### src/rtl/load_store_unit.sv
// Load/store unit: turns one load/store request into one or two aligned
// data-memory word transactions and returns a single response pulse.
module load_store_unit #(
    parameter int AWIDTH   = 32,
    parameter int DWIDTH   = 32,
    parameter bit SPLIT_EN = 1'b1
) (
    input  logic              clk,
    input  logic              rst,
    input  logic              req_valid_i,
    output logic              req_ready_o,
    input  logic              req_we_i,
    input  logic [2:0]        req_funct3_i,
    input  logic [AWIDTH-1:0] req_addr_i,
    input  logic [DWIDTH-1:0] req_wdata_i,
    output logic              dmem_req_o,
    output logic              dmem_we_o,
    output logic [AWIDTH-1:0] dmem_addr_o,
    output logic [DWIDTH-1:0] dmem_wdata_o,
    output logic [3:0]        dmem_be_o,
    input  logic              dmem_gnt_i,
    input  logic              dmem_rvalid_i,
    input  logic [DWIDTH-1:0] dmem_rdata_i,
    output logic              rsp_valid_o,
    output logic [DWIDTH-1:0] rsp_rdata_o,
    output logic              rsp_err_o
);

    typedef enum logic [2:0] {
        IDLE  = 3'd0,
        REQ0  = 3'd1,
        WAIT0 = 3'd2,
        REQ1  = 3'd3,
        WAIT1 = 3'd4,
        RESP  = 3'd5
    } state_t;

    // Legal RV32I width/sign codes for each direction.
    function automatic logic is_legal(input logic we, input logic [2:0] f3);
        if (we) begin
            return (f3 == 3'b000) || (f3 == 3'b001) || (f3 == 3'b010);
        end
        return (f3 == 3'b000) || (f3 == 3'b001) || (f3 == 3'b010) ||
               (f3 == 3'b100) || (f3 == 3'b101);
    endfunction

    // Access size in bytes from funct3[1:0].
    function automatic logic [2:0] size_bytes(input logic [1:0] size);
        case (size)
            2'b00:   return 3'd1;
            2'b01:   return 3'd2;
            default: return 3'd4;
        endcase
    endfunction

    // True when the access spills past the end of its first word.
    function automatic logic crosses_word(input logic [1:0] off, input logic [1:0] size);
        return ({1'b0, off} + size_bytes(size)) > 3'd4;
    endfunction

    // Byte enables for beat 0 (hi = 0) or beat 1 (hi = 1).
    function automatic logic [3:0] beat_be(input logic [1:0] off, input logic [1:0] size,
                                           input logic hi);
        logic [7:0] mask;
        case (size)
            2'b00:   mask = 8'h01;
            2'b01:   mask = 8'h03;
            default: mask = 8'h0F;
        endcase
        mask = mask << off;
        return hi ? mask[7:4] : mask[3:0];
    endfunction

    // Store data moved onto its byte lanes, split across two words.
    function automatic logic [DWIDTH-1:0] beat_wdata(input logic [DWIDTH-1:0] wd,
                                                     input logic [1:0] off, input logic hi);
        logic [2*DWIDTH-1:0] w;
        w = {{DWIDTH{1'b0}}, wd} << {off, 3'b000};
        return hi ? w[2*DWIDTH-1:DWIDTH] : w[DWIDTH-1:0];
    endfunction

    // Re-align the two read words and apply sign/zero extension.
    function automatic logic [DWIDTH-1:0] load_result(input logic [2:0] f3, input logic [1:0] off,
                                                      input logic [DWIDTH-1:0] lo,
                                                      input logic [DWIDTH-1:0] hi);
        logic [DWIDTH-1:0] l;
        l = DWIDTH'({hi, lo} >> {off, 3'b000});
        case (f3)
            3'b000:  return {{(DWIDTH-8){l[7]}}, l[7:0]};
            3'b100:  return {{(DWIDTH-8){1'b0}}, l[7:0]};
            3'b001:  return {{(DWIDTH-16){l[15]}}, l[15:0]};
            3'b101:  return {{(DWIDTH-16){1'b0}}, l[15:0]};
            default: return l;
        endcase
    endfunction

    state_t              state_q, state_d;
    logic                we_q, we_d;
    logic [2:0]          funct3_q, funct3_d;
    logic [AWIDTH-1:0]   addr_q, addr_d;
    logic [DWIDTH-1:0]   wdata_q, wdata_d;
    logic [DWIDTH-1:0]   rdata0_q, rdata0_d;
    logic                req_ready_q, req_ready_d;
    logic                dmem_req_q, dmem_req_d;
    logic                dmem_we_q, dmem_we_d;
    logic [AWIDTH-1:0]   dmem_addr_q, dmem_addr_d;
    logic [DWIDTH-1:0]   dmem_wdata_q, dmem_wdata_d;
    logic [3:0]          dmem_be_q, dmem_be_d;
    logic                rsp_valid_q, rsp_valid_d;
    logic [DWIDTH-1:0]   rsp_rdata_q, rsp_rdata_d;
    logic                rsp_err_q, rsp_err_d;

    // Next-state and next-output logic; every output is registered from here.
    always_comb begin
        state_d      = state_q;
        we_d         = we_q;
        funct3_d     = funct3_q;
        addr_d       = addr_q;
        wdata_d      = wdata_q;
        rdata0_d     = rdata0_q;
        dmem_req_d   = dmem_req_q;
        dmem_we_d    = dmem_we_q;
        dmem_addr_d  = dmem_addr_q;
        dmem_wdata_d = dmem_wdata_q;
        dmem_be_d    = dmem_be_q;
        rsp_rdata_d  = rsp_rdata_q;
        rsp_err_d    = rsp_err_q;

        case (state_q)
            IDLE: begin
                if (req_valid_i) begin
                    we_d     = req_we_i;
                    funct3_d = req_funct3_i;
                    addr_d   = req_addr_i;
                    wdata_d  = req_wdata_i;
                    if (!is_legal(req_we_i, req_funct3_i) ||
                        (!SPLIT_EN && crosses_word(req_addr_i[1:0], req_funct3_i[1:0]))) begin
                        state_d     = RESP;
                        rsp_rdata_d = '0;
                        rsp_err_d   = 1'b1;
                    end else begin
                        state_d      = REQ0;
                        dmem_req_d   = 1'b1;
                        dmem_we_d    = req_we_i;
                        dmem_addr_d  = {req_addr_i[AWIDTH-1:2], 2'b00};
                        dmem_be_d    = beat_be(req_addr_i[1:0], req_funct3_i[1:0], 1'b0);
                        dmem_wdata_d = req_we_i ? beat_wdata(req_wdata_i, req_addr_i[1:0], 1'b0)
                                                : '0;
                    end
                end
            end
            REQ0: begin
                if (dmem_gnt_i) begin
                    dmem_req_d = 1'b0;
                    state_d    = WAIT0;
                end
            end
            WAIT0: begin
                if (dmem_rvalid_i) begin
                    rdata0_d = dmem_rdata_i;
                    if (crosses_word(addr_q[1:0], funct3_q[1:0])) begin
                        state_d      = REQ1;
                        dmem_req_d   = 1'b1;
                        dmem_addr_d  = {addr_q[AWIDTH-1:2] + (AWIDTH-2)'(1), 2'b00};
                        dmem_be_d    = beat_be(addr_q[1:0], funct3_q[1:0], 1'b1);
                        dmem_wdata_d = we_q ? beat_wdata(wdata_q, addr_q[1:0], 1'b1) : '0;
                    end else begin
                        state_d     = RESP;
                        rsp_err_d   = 1'b0;
                        rsp_rdata_d = we_q ? '0
                                           : load_result(funct3_q, addr_q[1:0], dmem_rdata_i, '0);
                    end
                end
            end
            REQ1: begin
                if (dmem_gnt_i) begin
                    dmem_req_d = 1'b0;
                    state_d    = WAIT1;
                end
            end
            WAIT1: begin
                if (dmem_rvalid_i) begin
                    state_d     = RESP;
                    rsp_err_d   = 1'b0;
                    rsp_rdata_d = we_q ? '0
                                       : load_result(funct3_q, addr_q[1:0], rdata0_q, dmem_rdata_i);
                end
            end
            RESP: begin
                state_d = IDLE;
            end
            default: begin
                state_d = IDLE;
            end
        endcase

        req_ready_d = (state_d == IDLE);
        rsp_valid_d = (state_d == RESP);
    end

    // Control and output registers reset; request latches simply follow _d.
    always_ff @(posedge clk) begin
        if (rst) begin
            state_q      <= IDLE;
            req_ready_q  <= 1'b1;
            dmem_req_q   <= 1'b0;
            dmem_we_q    <= 1'b0;
            dmem_addr_q  <= '0;
            dmem_wdata_q <= '0;
            dmem_be_q    <= '0;
            rsp_valid_q  <= 1'b0;
            rsp_rdata_q  <= '0;
            rsp_err_q    <= 1'b0;
        end else begin
            state_q      <= state_d;
            req_ready_q  <= req_ready_d;
            dmem_req_q   <= dmem_req_d;
            dmem_we_q    <= dmem_we_d;
            dmem_addr_q  <= dmem_addr_d;
            dmem_wdata_q <= dmem_wdata_d;
            dmem_be_q    <= dmem_be_d;
            rsp_valid_q  <= rsp_valid_d;
            rsp_rdata_q  <= rsp_rdata_d;
            rsp_err_q    <= rsp_err_d;
        end
        we_q     <= we_d;
        funct3_q <= funct3_d;
        addr_q   <= addr_d;
        wdata_q  <= wdata_d;
        rdata0_q <= rdata0_d;
    end

    assign req_ready_o  = req_ready_q;
    assign dmem_req_o   = dmem_req_q;
    assign dmem_we_o    = dmem_we_q;
    assign dmem_addr_o  = dmem_addr_q;
    assign dmem_wdata_o = dmem_wdata_q;
    assign dmem_be_o    = dmem_be_q;
    assign rsp_valid_o  = rsp_valid_q;
    assign rsp_rdata_o  = rsp_rdata_q;
    assign rsp_err_o    = rsp_err_q;

endmodule

### config.mk
export PLATFORM = sky130hd
export DESIGN_NAME = load_store_unit
export DESIGN_NICKNAME = d
export VERILOG_FILES = /design/src/rtl/load_store_unit.sv
export SDC_FILE = /design/constraint.sdc
export NUM_CORES = 1
export LEC_CHECK = 0
export CAP_MARGIN = 0
export CELL_PAD_IN_SITES_DETAIL_PLACEMENT = 1
export CELL_PAD_IN_SITES_GLOBAL_PLACEMENT = 1
export CORE_MARGIN = 5
export CORE_UTILIZATION = 43
export DETAILED_ROUTE_END_ITERATION = 7
export GPL_ROUTABILITY_DRIVEN = 0
export GPL_TIMING_DRIVEN = 0
export PLACE_DENSITY = 0.92
export RECOVER_POWER = 100
export SYNTH_ARGS = -nofsm -noshare
export SYNTH_HDL_FRONTEND = slang
export SYNTH_SLANG_ARGS = --single-unit
### constraint.sdc
create_clock -name clk -period 8.25 [get_ports clk]
set_input_delay 0.825 -clock clk [delete_from_list [all_inputs] [get_ports clk]]
set_output_delay 0.825 -clock clk [all_outputs]
set_load 0.01 [all_outputs]
==> summary.md, run 1 <==
| Metric | Value |
|---|---|
| Final min period | `5290 ps` |
| Place WS | `4051 ps` |
| FMAX | `189.0 MHz` |
| Fraction of layout cells with a size suffix above 1 | `9.535%` |
| Area growth from synthesis to layout | `30.37%` |
| Worst-path clk slew | `80 ps` |
| Worst reg2reg startpoint | `state_q[0]$_SDFF_PP0_` |
| Worst vdd ir | `0.0001219 V` |
| Crit path kind | `reg -> reg` |
| Worst Hold Class | `reg -> reg` |
| Worst Hold Depth | `2` |
| Starting DRC count in detailed routing | `943` |
| DP Wirelength | `29.31 mm` |
| Worst path cell trace | `clkbuf_1 -> nor3b_1 -> clkbuf_1 -> clkbuf_1 -> and2_0 -> clkbuf_1` |
| Die ar. | `26,820 um2` |
| Endpoint, Worst Hold | `rsp_rdata_o[5]$_SDFFE_PP0P_` |
| Mapped Cells | `982` |
| Clk sinks | `198` |
| Detail Route Antenna Nets | `0` |
| Root buffer cell | `clkbuf_16` |
| Initial antenna violation count | `3` |
| Max Cap Violations | `1` |
| Leakage power | `0.004807 uW` |
| IO Count | `210` |
| Worst Path Required | `8310 ps` |
| Final #Nets | `1,322` |
| CP max stage cell | `nor3b_1` |
| Rows | `56` |
| Hold WS | `456.5 ps` |
| Final wirelength | `40.80 mm` |
| Reg area | `4885 um2` |
| Register area share after synthesis | `48.04%` |
| Clk_skew | `13.33 ps` |
| Fillers | `2,615` |
| Top cell type's share of synthesized area | `27.17%` |
| Hold path startpoint | `rsp_rdata_o[5]$_SDFFE_PP0P_` |
| Postcts setup bufs | `0` |
| Global-route wire length before repair | `61.33 mm` |
| Die width | `163.8 um` |
| R2r setup slk | `2960 ps` |
| Area of the multi-input gates | `4893 um2` |
| Mapped Avg Cell Area | `10.35 um2` |
| Mapped cell area | `10,170 um2` |
| Yosys warns | `0` |
| Largest net degree at the start of global routing | `20` |
| Post-route insts no fill | `1,548` |
| Most frequent cell after synthesis | `dfxtp_1` |
| Post-synth EDFFs | `92` |
| Largest stage delay, worst path | `1370 ps` |
| FF-to-FF End | `rdata0_q[21]$_DFFE_PP_` |
| Vias/cell | `6.417` |
| R2R cell count | `6` |
| Total GRT Usage | `29.82%` |
| Die height | `163.8 um` |
| Max Transition Viols Final | `11` |
| Yosys reg bits | `198` |
| Top FF cell, synth | `dfxtp_1` |
| Slew margin rel. | `-11.39%` |
| Post-CTS Hold Buffers | `0` |
| CP Launch Type | `register` |
| Maximum root-to-sink buffer count | `2` |
| Main area contributors after synthesis | `edfxtp_1 27%, dfxtp_1 21%, mux4_2 5.3%, mux2i_1 4.2%, mux2_2 4.2%` |
| CP arrival | `5350 ps` |
| Fraction of registers with async set/reset | `0%` |
| Remaining global-route overflow | `0` |
| # H-tree levels | `4` |
| Pwr/cell area | `196.1 nW/um2` |
| Tot Pwr | `2600 uW` |
| Distinct cell type count after synthesis | `69` |
| Placed Cells | `1,514` |
| Starting Density | `43.45%` |
| RSZ-0062 raised after global routing | `no` |
| Most used cell, CP | `clkbuf_1` |
| WL/cell | `26.36 um` |
| Num CTS Buffers | `17` |
| Number of setup violations in the final report | `0` |
| Failing checks | `max-capacitance violations, max-slew violations` |
| Crit path launch | `state_q[0]$_SDFF_PP0_` |
| Post-CTS resize count | `0` |
| Commonest cells post-synth | `106 x dfxtp_1, 92 x edfxtp_1, 87 x nand2_1, 72 x nor2_1, 71 x a21oi_1` |
| Core Region | `23,400 um2` |
| Via count | `9,933` |
| Hold Vio Cnt, Final | `0` |
| Vias in the first global route | `10,760` |
| I/O Buffers | `206` |
| Drt pass-1 iters | `5` |
| Area leader, netlist | `edfxtp_1` |
| Outcome | `finished, violations left` |
| CP endpoint kind | `register` |
| Final Cycle Share | `64.12%` |
| # DRC | `0` |
| Worst skew pair latency | `450 ps` |
| CTS tree | `yes` |
| Worst-margin pin slew | `1667 ps` |
| Setup WS post-layout | `2960 ps` |
| Crit Path Max Fanout | `18` |
| Final setup TNS | `0 ps` |
report_power, final:
| group | internal, uW | leakage [uW] | total, uW | switching [uW] |
|---|---|---|---|---|
| clock network | 462 | 0.000296 | 888 | 426 |
| registers | 1110 | 0.00172 | 1160 | 49.9 |
| logic | 225 | 0.00279 | 556 | 331 |
| total | 1790 | 0.00481 | 2600 | 807 |
routing by layer:
| layer | vias to the layer above | routed length (um) | GRT usage (%) |
|---|---|---|---|
| li1 | 4247 | - | - |
| met1 | 4932 | 15250 | 35.56 |
| met4 | 2 | 1956 | 14.33 |
| met2 | 614 | 20400 | 51.95 |
| met5 | - | 12 | 0 |
| met3 | 138 | 3188 | 5.445 |
final cells by class:
cell class	instances	share of cell area, %
Clock inverter	15	1.416
Timing Repair Buffer	212	15.73
Clock buffer	17	3.209
Buffer	84	2.549
Tap cell	319	3.011
Sequential cell	198	36.85
Inverter	10	0.2832
Antenna cell	2	0.03776
Multi-Input combinational cell	691	36.92
critical path: cells and delay by family (launching register included):
kind                   cells  cell delay (ps)
DFF                        1              330
and+or+nand+nor            2             2320
buffers and inverters      4             2260
registers in the layout (all words and copies together) (netlist names):
name and count:
addr_q 32, dmem_wdata_o 32, req_ready_o 1, dmem_req_o 1, dmem_we_o 1, dmem_addr_o 30, dmem_be_o 4, rsp_rdata_o 32
rsp_err_o 1, funct3_q 3, wdata_q 24, rdata0_q 32, state_q 3, we_q 1, rsp_valid_o 1
cell usage in the layout (no fill, tap or decap), types with 9 or more instances in the layout:
cell type / Yosys / layout
a211oi_1: 15 / 15
a21oi_1: 71 / 71
a221oi_1: 33 / 33
a22o_1: 9 / 9
and3_1: 9 / 9
buf_2: 15 / 11
clkbuf_1: 59 / 70
clkbuf_16: 0 / 17
clkdlybuf4s50_1: 0 / 10
dfxtp_1: 106 / 106
dlygate4sd3_1: 0 / 196
edfxtp_1: 92 / 92
mux2_2: 38 / 38
mux2i_1: 43 / 43
mux4_2: 24 / 24
nand2_1: 87 / 87
nand3_1: 30 / 30
nand4_1: 10 / 10
nor2_1: 72 / 72
nor3_1: 44 / 44
o21ai_0: 37 / 38
o2bb2ai_1: 18 / 18
o41ai_1: 10 / 11
per-stage QoR:
stage	cell area [um2]	util, %
2_1_floorplan	10170	-
3_3_place_gp	12630	53.98
3_5_place_dp	12730	54.41
4_1_cts	13350	57.03
5_1_grt	13260	56.64
6_report	13260	56.64
kinds of logic (layout without fill, tap and decap cells):
group / Yosys count / after routing / share of synthesized area, %
fa+ha+maj: 3 / 3 / 0.4430
other cells: 1 / 4 / 0.03688
xor+xnor: 12 / 12 / 1.034
compound gates: 267 / 267 / 18.64
mux: 105 / 105 / 13.76
buf+inv: 94 / 338 / 3.741
flops: 198 / 198 / 48.04
simple gates: 302 / 302 / 14.30
how the worst max path moves through the flow:
stage / end / slack [ps] / depth (start not counted)
final: rdata0_q[21]$_DFFE_PP_ / 2960 / 6
after global routing: rdata0_q[17]$_DFFE_PP_ / 2790 / 6
after CTS: dmem_wdata_o[29]$_SDFFE_PP0P_ / 4030 / 14
after detailed placement: dmem_wdata_o[29]$_SDFFE_PP0P_ / 4050 / 14
after global placement: dmem_we_o$_SDFFE_PP0P_ / -230 / 6
after floorplan: dmem_we_o$_SDFFE_PP0P_ / 2490 / 5
(Power assumes the default switching activity.)
==> run 2: changes to the inputs <==
CORE_UTILIZATION = 40   (was 43)
PLACE_DENSITY = 0.87   (was 0.92)
clock period = 5 ns   (was 8.25 ns; I/O delays follow)
==> run 2 against run 1 <==
  * The run still ends with max-capacitance violations, max-slew violations left
  * First-iteration DRC count is 5.1% lower
  * Cell count is 0.65% higher
  * Sequential power is 65% higher
  * Total power is 63% higher
  * Non-clock buffer count is 3 lower
  * Clock power is 60% higher
  * Critical path depth is 8 higher
  * Count of clock-buffer cells in the layout is 1 higher
  * Worst hold slack worse by 2.9 ps
  * Sequential share of layout area hardly changed
==> summary.md, run 2 (synthesis results as in run 1) <==
| Metric | Value |
|---|---|
| Met2 Usage GRT | `44.66%` |
| RSZ-0062 raised after global routing | `no` |
| Worst path cell trace | `clkbuf_1 -> or2_2 -> clkbuf_1 -> inv_1 -> ha_1 -> inv_1 -> fa_1 -> nand2b_1 -> and4_1 -> o21ai_1 -> clkbuf_1 -> buf_2 -> nand2_1 -> a21oi_1` |
| Most frequent cells in the layout | `195 x dlygate4sd3_1, 106 x dfxtp_1, 92 x edfxtp_1` |
| Initial antenna violation count | `4` |
| Die width | `169.4 um` |
| R2r setup slk | `590 ps` |
| Commonest non-fill, non-tap cell in the layout | `dlygate4sd3_1` |
| Endpoint, Worst Hold | `rsp_rdata_o[3]$_SDFFE_PP0P_` |
| Busiest grt layer | `met2` |
| FMAX | `226.6 MHz` |
| Final #Nets | `1,319` |
| Starting DRC count in detailed routing | `895` |
| Fillers | `2,828` |
| Most used cell, CP | `clkbuf_1` |
| Area growth from synthesis to layout | `30.24%` |
| Core Region | `25,110 um2` |
| CTS tree | `yes` |
| Remaining global-route overflow | `0` |
| Final min period | `4413 ps` |
| CP endpoint kind | `register` |
| IO Count | `210` |
| Slew margin rel. | `-39.69%` |
| # H-tree levels | `4` |
| Vias/cell | `6.243` |
| Largest net degree at the start of global routing | `33` |
| DP Wirelength | `28.77 mm` |
| CP arrival | `4790 ps` |
| Worst reg2reg startpoint | `funct3_q[1]$_DFFE_PP_` |
| Die ar. | `28,710 um2` |
| Setup WS post-layout | `587.2 ps` |
| Crit Path Max Fanout | `10` |
| Worst skew pair latency | `460 ps` |
| Largest stage delay, worst path | `630 ps` |
| FF-to-FF End | `dmem_addr_o[4]$_SDFFE_PP0P_` |
| Pwr/cell area | `319.9 nW/um2` |
| Post-CTS resize count | `0` |
| Worst Hold Depth | `2` |
| CP Launch Type | `register` |
| Detail Route Antenna Nets | `0` |
| Fraction of layout cells with a size suffix above 1 | `9.641%` |
| Worst Path Buf+Inv | `6` |
| Worst-path clk slew | `70 ps` |
| Die height | `169.4 um` |
| Met1 usage | `33.50%` |
| Postcts setup bufs | `0` |
| Leakage power | `0.004793 uW` |
| Post-CTS Hold Buffers | `0` |
| Outcome | `finished, violations left` |
| Starting Density | `40.49%` |
| CP max stage cell | `o21ai_1` |
| Hold WS | `453.5 ps` |
| Clk_skew | `12.53 ps` |
| Final wirelength | `39.59 mm` |
| Placed cell area | `12,730 um2` |
| Place WS | `792.1 ps` |
| Final Cycle Share | `88.26%` |
| Worst Path Required | `5380 ps` |
| Num CTS Buffers | `17` |
| R2R cell count | `14` |
| Hold Vio Cnt, Final | `0` |
| Drt pass-1 iters | `7` |
| Via count | `9,727` |
| Worst path top cell family by delay | `buffers and inverters` |
| Root buffer cell | `clkbuf_16` |
| Crit path kind | `reg -> reg` |
| Vias in the first global route | `10,360` |
| Number of setup violations in the final report | `0` |
| I/O Buffers | `206` |
| Max Transition Viols Final | `27` |
| Worst Hold Class | `reg -> reg` |
| Maximum root-to-sink buffer count | `2` |
| Hold path startpoint | `rsp_rdata_o[3]$_SDFFE_PP0P_` |
| Rows | `58` |
| # DRC | `0` |
| Max Cap Violations | `2` |
| Met3 global-route usage | `5.334%` |
| Clk sinks | `198` |
| Worst-margin pin slew | `2079 ps` |
| Global-route wire length before repair | `59.53 mm` |
| Final instance area | `13,240 um2` |
| WL/cell | `25.41 um` |
| Failing checks | `max-capacitance violations, max-slew violations` |
| Worst vdd ir | `0.0001771 V` |
| Total GRT Usage | `26.89%` |
-- run 2: changes by cell type in the layout (fill, tap and decap cells not counted), sizes merged --
cell,before,now
bufinv,2,1
clkinv,7,6
buf,19,21
clkinvlp,2,3
clkbuf,88,84
clkdlybuf4s50,10,11
dlygate4sd3,196,195
diode,2,4
-- run 2: layer usage --
layer  wire [um]  share of wire, %
met5           0                 0
met2       19040                48
met3        3026               7.6
met4        1750               4.4
met1       15770                40
-- run 2: area by class of cell --
type | instances | area (um2) | share of cell area [%]
Clock inverter | 14 | 162.7 | 1.228
Buffer | 84 | 340.3 | 2.570
Sequential cell | 198 | 4885 | 36.89
Antenna cell | 4 | 10.01 | 0.07559
Tap cell | 330 | 412.9 | 3.118
Timing Repair Buffer | 209 | 2073 | 15.66
Inverter | 10 | 37.54 | 0.2835
Clock buffer | 18 | 429.2 | 3.241
Multi-Input combinational cell | 691 | 4891 | 36.94
-- run 2: worst min-delay path: cells and delay by family (launching register included) --
kind	cells	cell delay, ps
AND/OR/NAND/NOR	1	50
flip-flops	1	310
AO/OA/AOI/OAI	1	50
-- run 2: power by group --
part / total (uW) / internal, uW / switching, uW
registers: 1910 / 1830 / 81.2
clock network: 1420 / 714 / 706
logic: 909 / 372 / 538
total: 4240 / 2910 / 1320
-- run 2: how the worst max path moves through the flow --
stage | start | end | slack, ps | cells after the start
floorplan | state_q[0]$_SDFF_PP0_ | dmem_we_o$_SDFFE_PP0P_ | 1460 | 5
global placement | req_valid_i | dmem_we_o$_SDFFE_PP0P_ | -380 | 6
detailed placement | state_q[0]$_SDFF_PP0_ | rdata0_q[8]$_DFFE_PP_ | 790 | 5
CTS | funct3_q[1]$_DFFE_PP_ | dmem_wdata_o[27]$_SDFFE_PP0P_ | 730 | 14
global route | funct3_q[1]$_DFFE_PP_ | dmem_addr_o[4]$_SDFFE_PP0P_ | 310 | 14
finish | funct3_q[1]$_DFFE_PP_ | dmem_addr_o[4]$_SDFFE_PP0P_ | 590 | 14
-- run 2: per-stage QoR --
step / setup TNS, ps / util [%] / instances / total power, uW
2_1_floorplan: 0 / - / 983 / 2417
3_3_place_gp: -11530 / 50.38 / 1519 / 2835
3_5_place_dp: 0 / 50.69 / 1522 / 2884
4_1_cts: 0 / 53.04 / 1554 / 4291
5_1_grt: 0 / 52.74 / 1558 / 4382
6_report: 0 / 52.74 / 1558 / 4235
==> patch (config.mk and constraints of run 2) <==
The parameter `SPLIT_EN` goes from 1'b1 to 1'b0.
--- a/src/rtl/load_store_unit.sv
+++ b/src/rtl/load_store_unit.sv
@@ -3,7 +3,7 @@
 module load_store_unit #(
     parameter int AWIDTH   = 32,
     parameter int DWIDTH   = 32,
-    parameter bit SPLIT_EN = 1'b1
+    parameter bit SPLIT_EN = 1'b0
 ) (
     input  logic              clk,
     input  logic              rst,
Check against the original RTL: not equivalent (Yosys sat finds a counterexample within 4 cycles, from zero or initial values and one cycle with rst high).
==> patch against run 2 <==
- synthesized area increased by 0.70%
- critical path type unchanged
- routed wire length decreased by 1.6%
- sequential cell count unchanged
- worst setup slack got worse by 0.037 ns
- die area increased by 0.66%
- highest routed layer is now met5
- final area increased by 0.63%
- power increased by 1.5%
- critical endpoint is now rsp_rdata_o[30]$_SDFFE_PP0P_
==> patch: results (changes against run 2) <==
min_from: "dmem_addr_o[12]$_SDFFE_PP0P_"  # was rsp_rdata_o[3]$_SDFFE_PP0P_
wl_met1_um: 15640  # was 15,770 um
relSlewSlack: 0.1434  # was -0.3969
whs_ns: 0.4527  # was 0.4535 ns
grt_pass1_wl_um: 59480  # was 59,530 um
fin_nets: 1335  # was 1,319
synth_cell_type_count: 67  # was 69
worst-path-max-fanout: 33  # was 10
critPathLaunch: "state_q[1]$_SDFF_PP0_"  # was funct3_q[1]$_DFFE_PP_
place_inst: 1535  # was 1,522
dp_hpwl_um: 28670  # was 28,770 um
avgSynthCellArea_um2: 10.31  # was 10.35 um^2
final_cells: 1569  # was 1,558
routed.top_layer: "met5"  # was met4
fin_worst_skew_ns: 0.01382  # was 0.01253 ns
fillers: 2760  # was 2,828
met2_length_um: 18070  # was 19,040 um
synthArstFlopShare: 0  # unchanged
met1_usage: 0.3421  # was 0.3350
reg2reg_depth: 8  # was 14
layout-drive-gt1-share: 0.07276  # was 0.09641
critical-path-max-stage-delay_ns: 1.02  # was 0.63 ns
status: "complete, no violations"  # was complete, but fails checks
path_delay_family: "compound AO/OA/AOI/OAI gates"  # was buffers and inverters
clk_latency_ns: 0.44  # was 0.46 ns
grt_util_met3: 0.05923  # was 0.05334
hold_end: "dmem_addr_o[12]$_SDFFE_PP0P_"  # was rsp_rdata_o[3]$_SDFFE_PP0P_
routed_via_density: 6.272  # was 6.243
peakVddDrop_mv: 0.1950  # was 0.1771 mV
crit_path_end: "rsp_rdata_o[30]$_SDFFE_PP0P_"  # was dmem_addr_o[4]$_SDFFE_PP0P_
synth_fa_ha_area_frac: 0.008799  # was 0.004430
finalWirelength_um: 38950  # was 39,590 um
grt_pass1_vias: 10210  # was 10.36k
synth_xor_area_frac: 0.02139  # was 0.01034
io_buffers: 207  # was 206
critical_path.slowest_cell: "a221oi_1"  # was o21ai_1
swShare: 0.3110  # was 0.3127
synth_compound_area_frac: 0.1705  # was 0.1864
grt_use_total: 0.2642  # was 0.2689
leakage_nw: 4.913  # was 4.793 nW
pg_comb_mw: 0.953  # was 0.909 mW
netlist_top_cells_area: "edfxtp_1 (27%), dfxtp_1 (21%), mux2i_1 (6.6%)"  # was edfxtp_1 (27%), dfxtp_1 (21%), mux4_2 (5.3%)
grt_max_degree: 34  # was 33
[patch: cell types whose count changed after synthesis, sizes merged, moves of 9 or more]
cell            run 2  this run
a22oi               1        16
a221o               1        16
nand3b              1        14
inv                 8        17
o22ai               1        12
nand3              30        18
a21oi              72        34
mux2               38        17
a221oi             33        16
mux2i              43        68
o2bb2ai            18         3
[patch: per-stage QoR]
stage	worst slack [ns]	cell area, um^2	power, mW	setup TNS [ns]
after CTS	0.6789	13410	4.352	0
final	0.5502	13330	4.300	0
after detailed placement	0.3296	12800	2.926	0
after floorplan	0.8510	10260	2.457	0
after global routing	0.2472	13330	4.465	0
after global placement	-1.684	12740	2.888	-105.45
[patch: layout make-up]
type                            count  area share
Multi-Input combinational cell    688      0.3672
Sequential cell                   198      0.3666
Timing Repair Buffer              211      0.1566
Clock buffer                       19     0.03408
Tap cell                          330     0.03099
Buffer                             91     0.02789
Clock inverter                     13     0.01146
Inverter                           17    0.004789
Antenna cell                        2   0.0003756
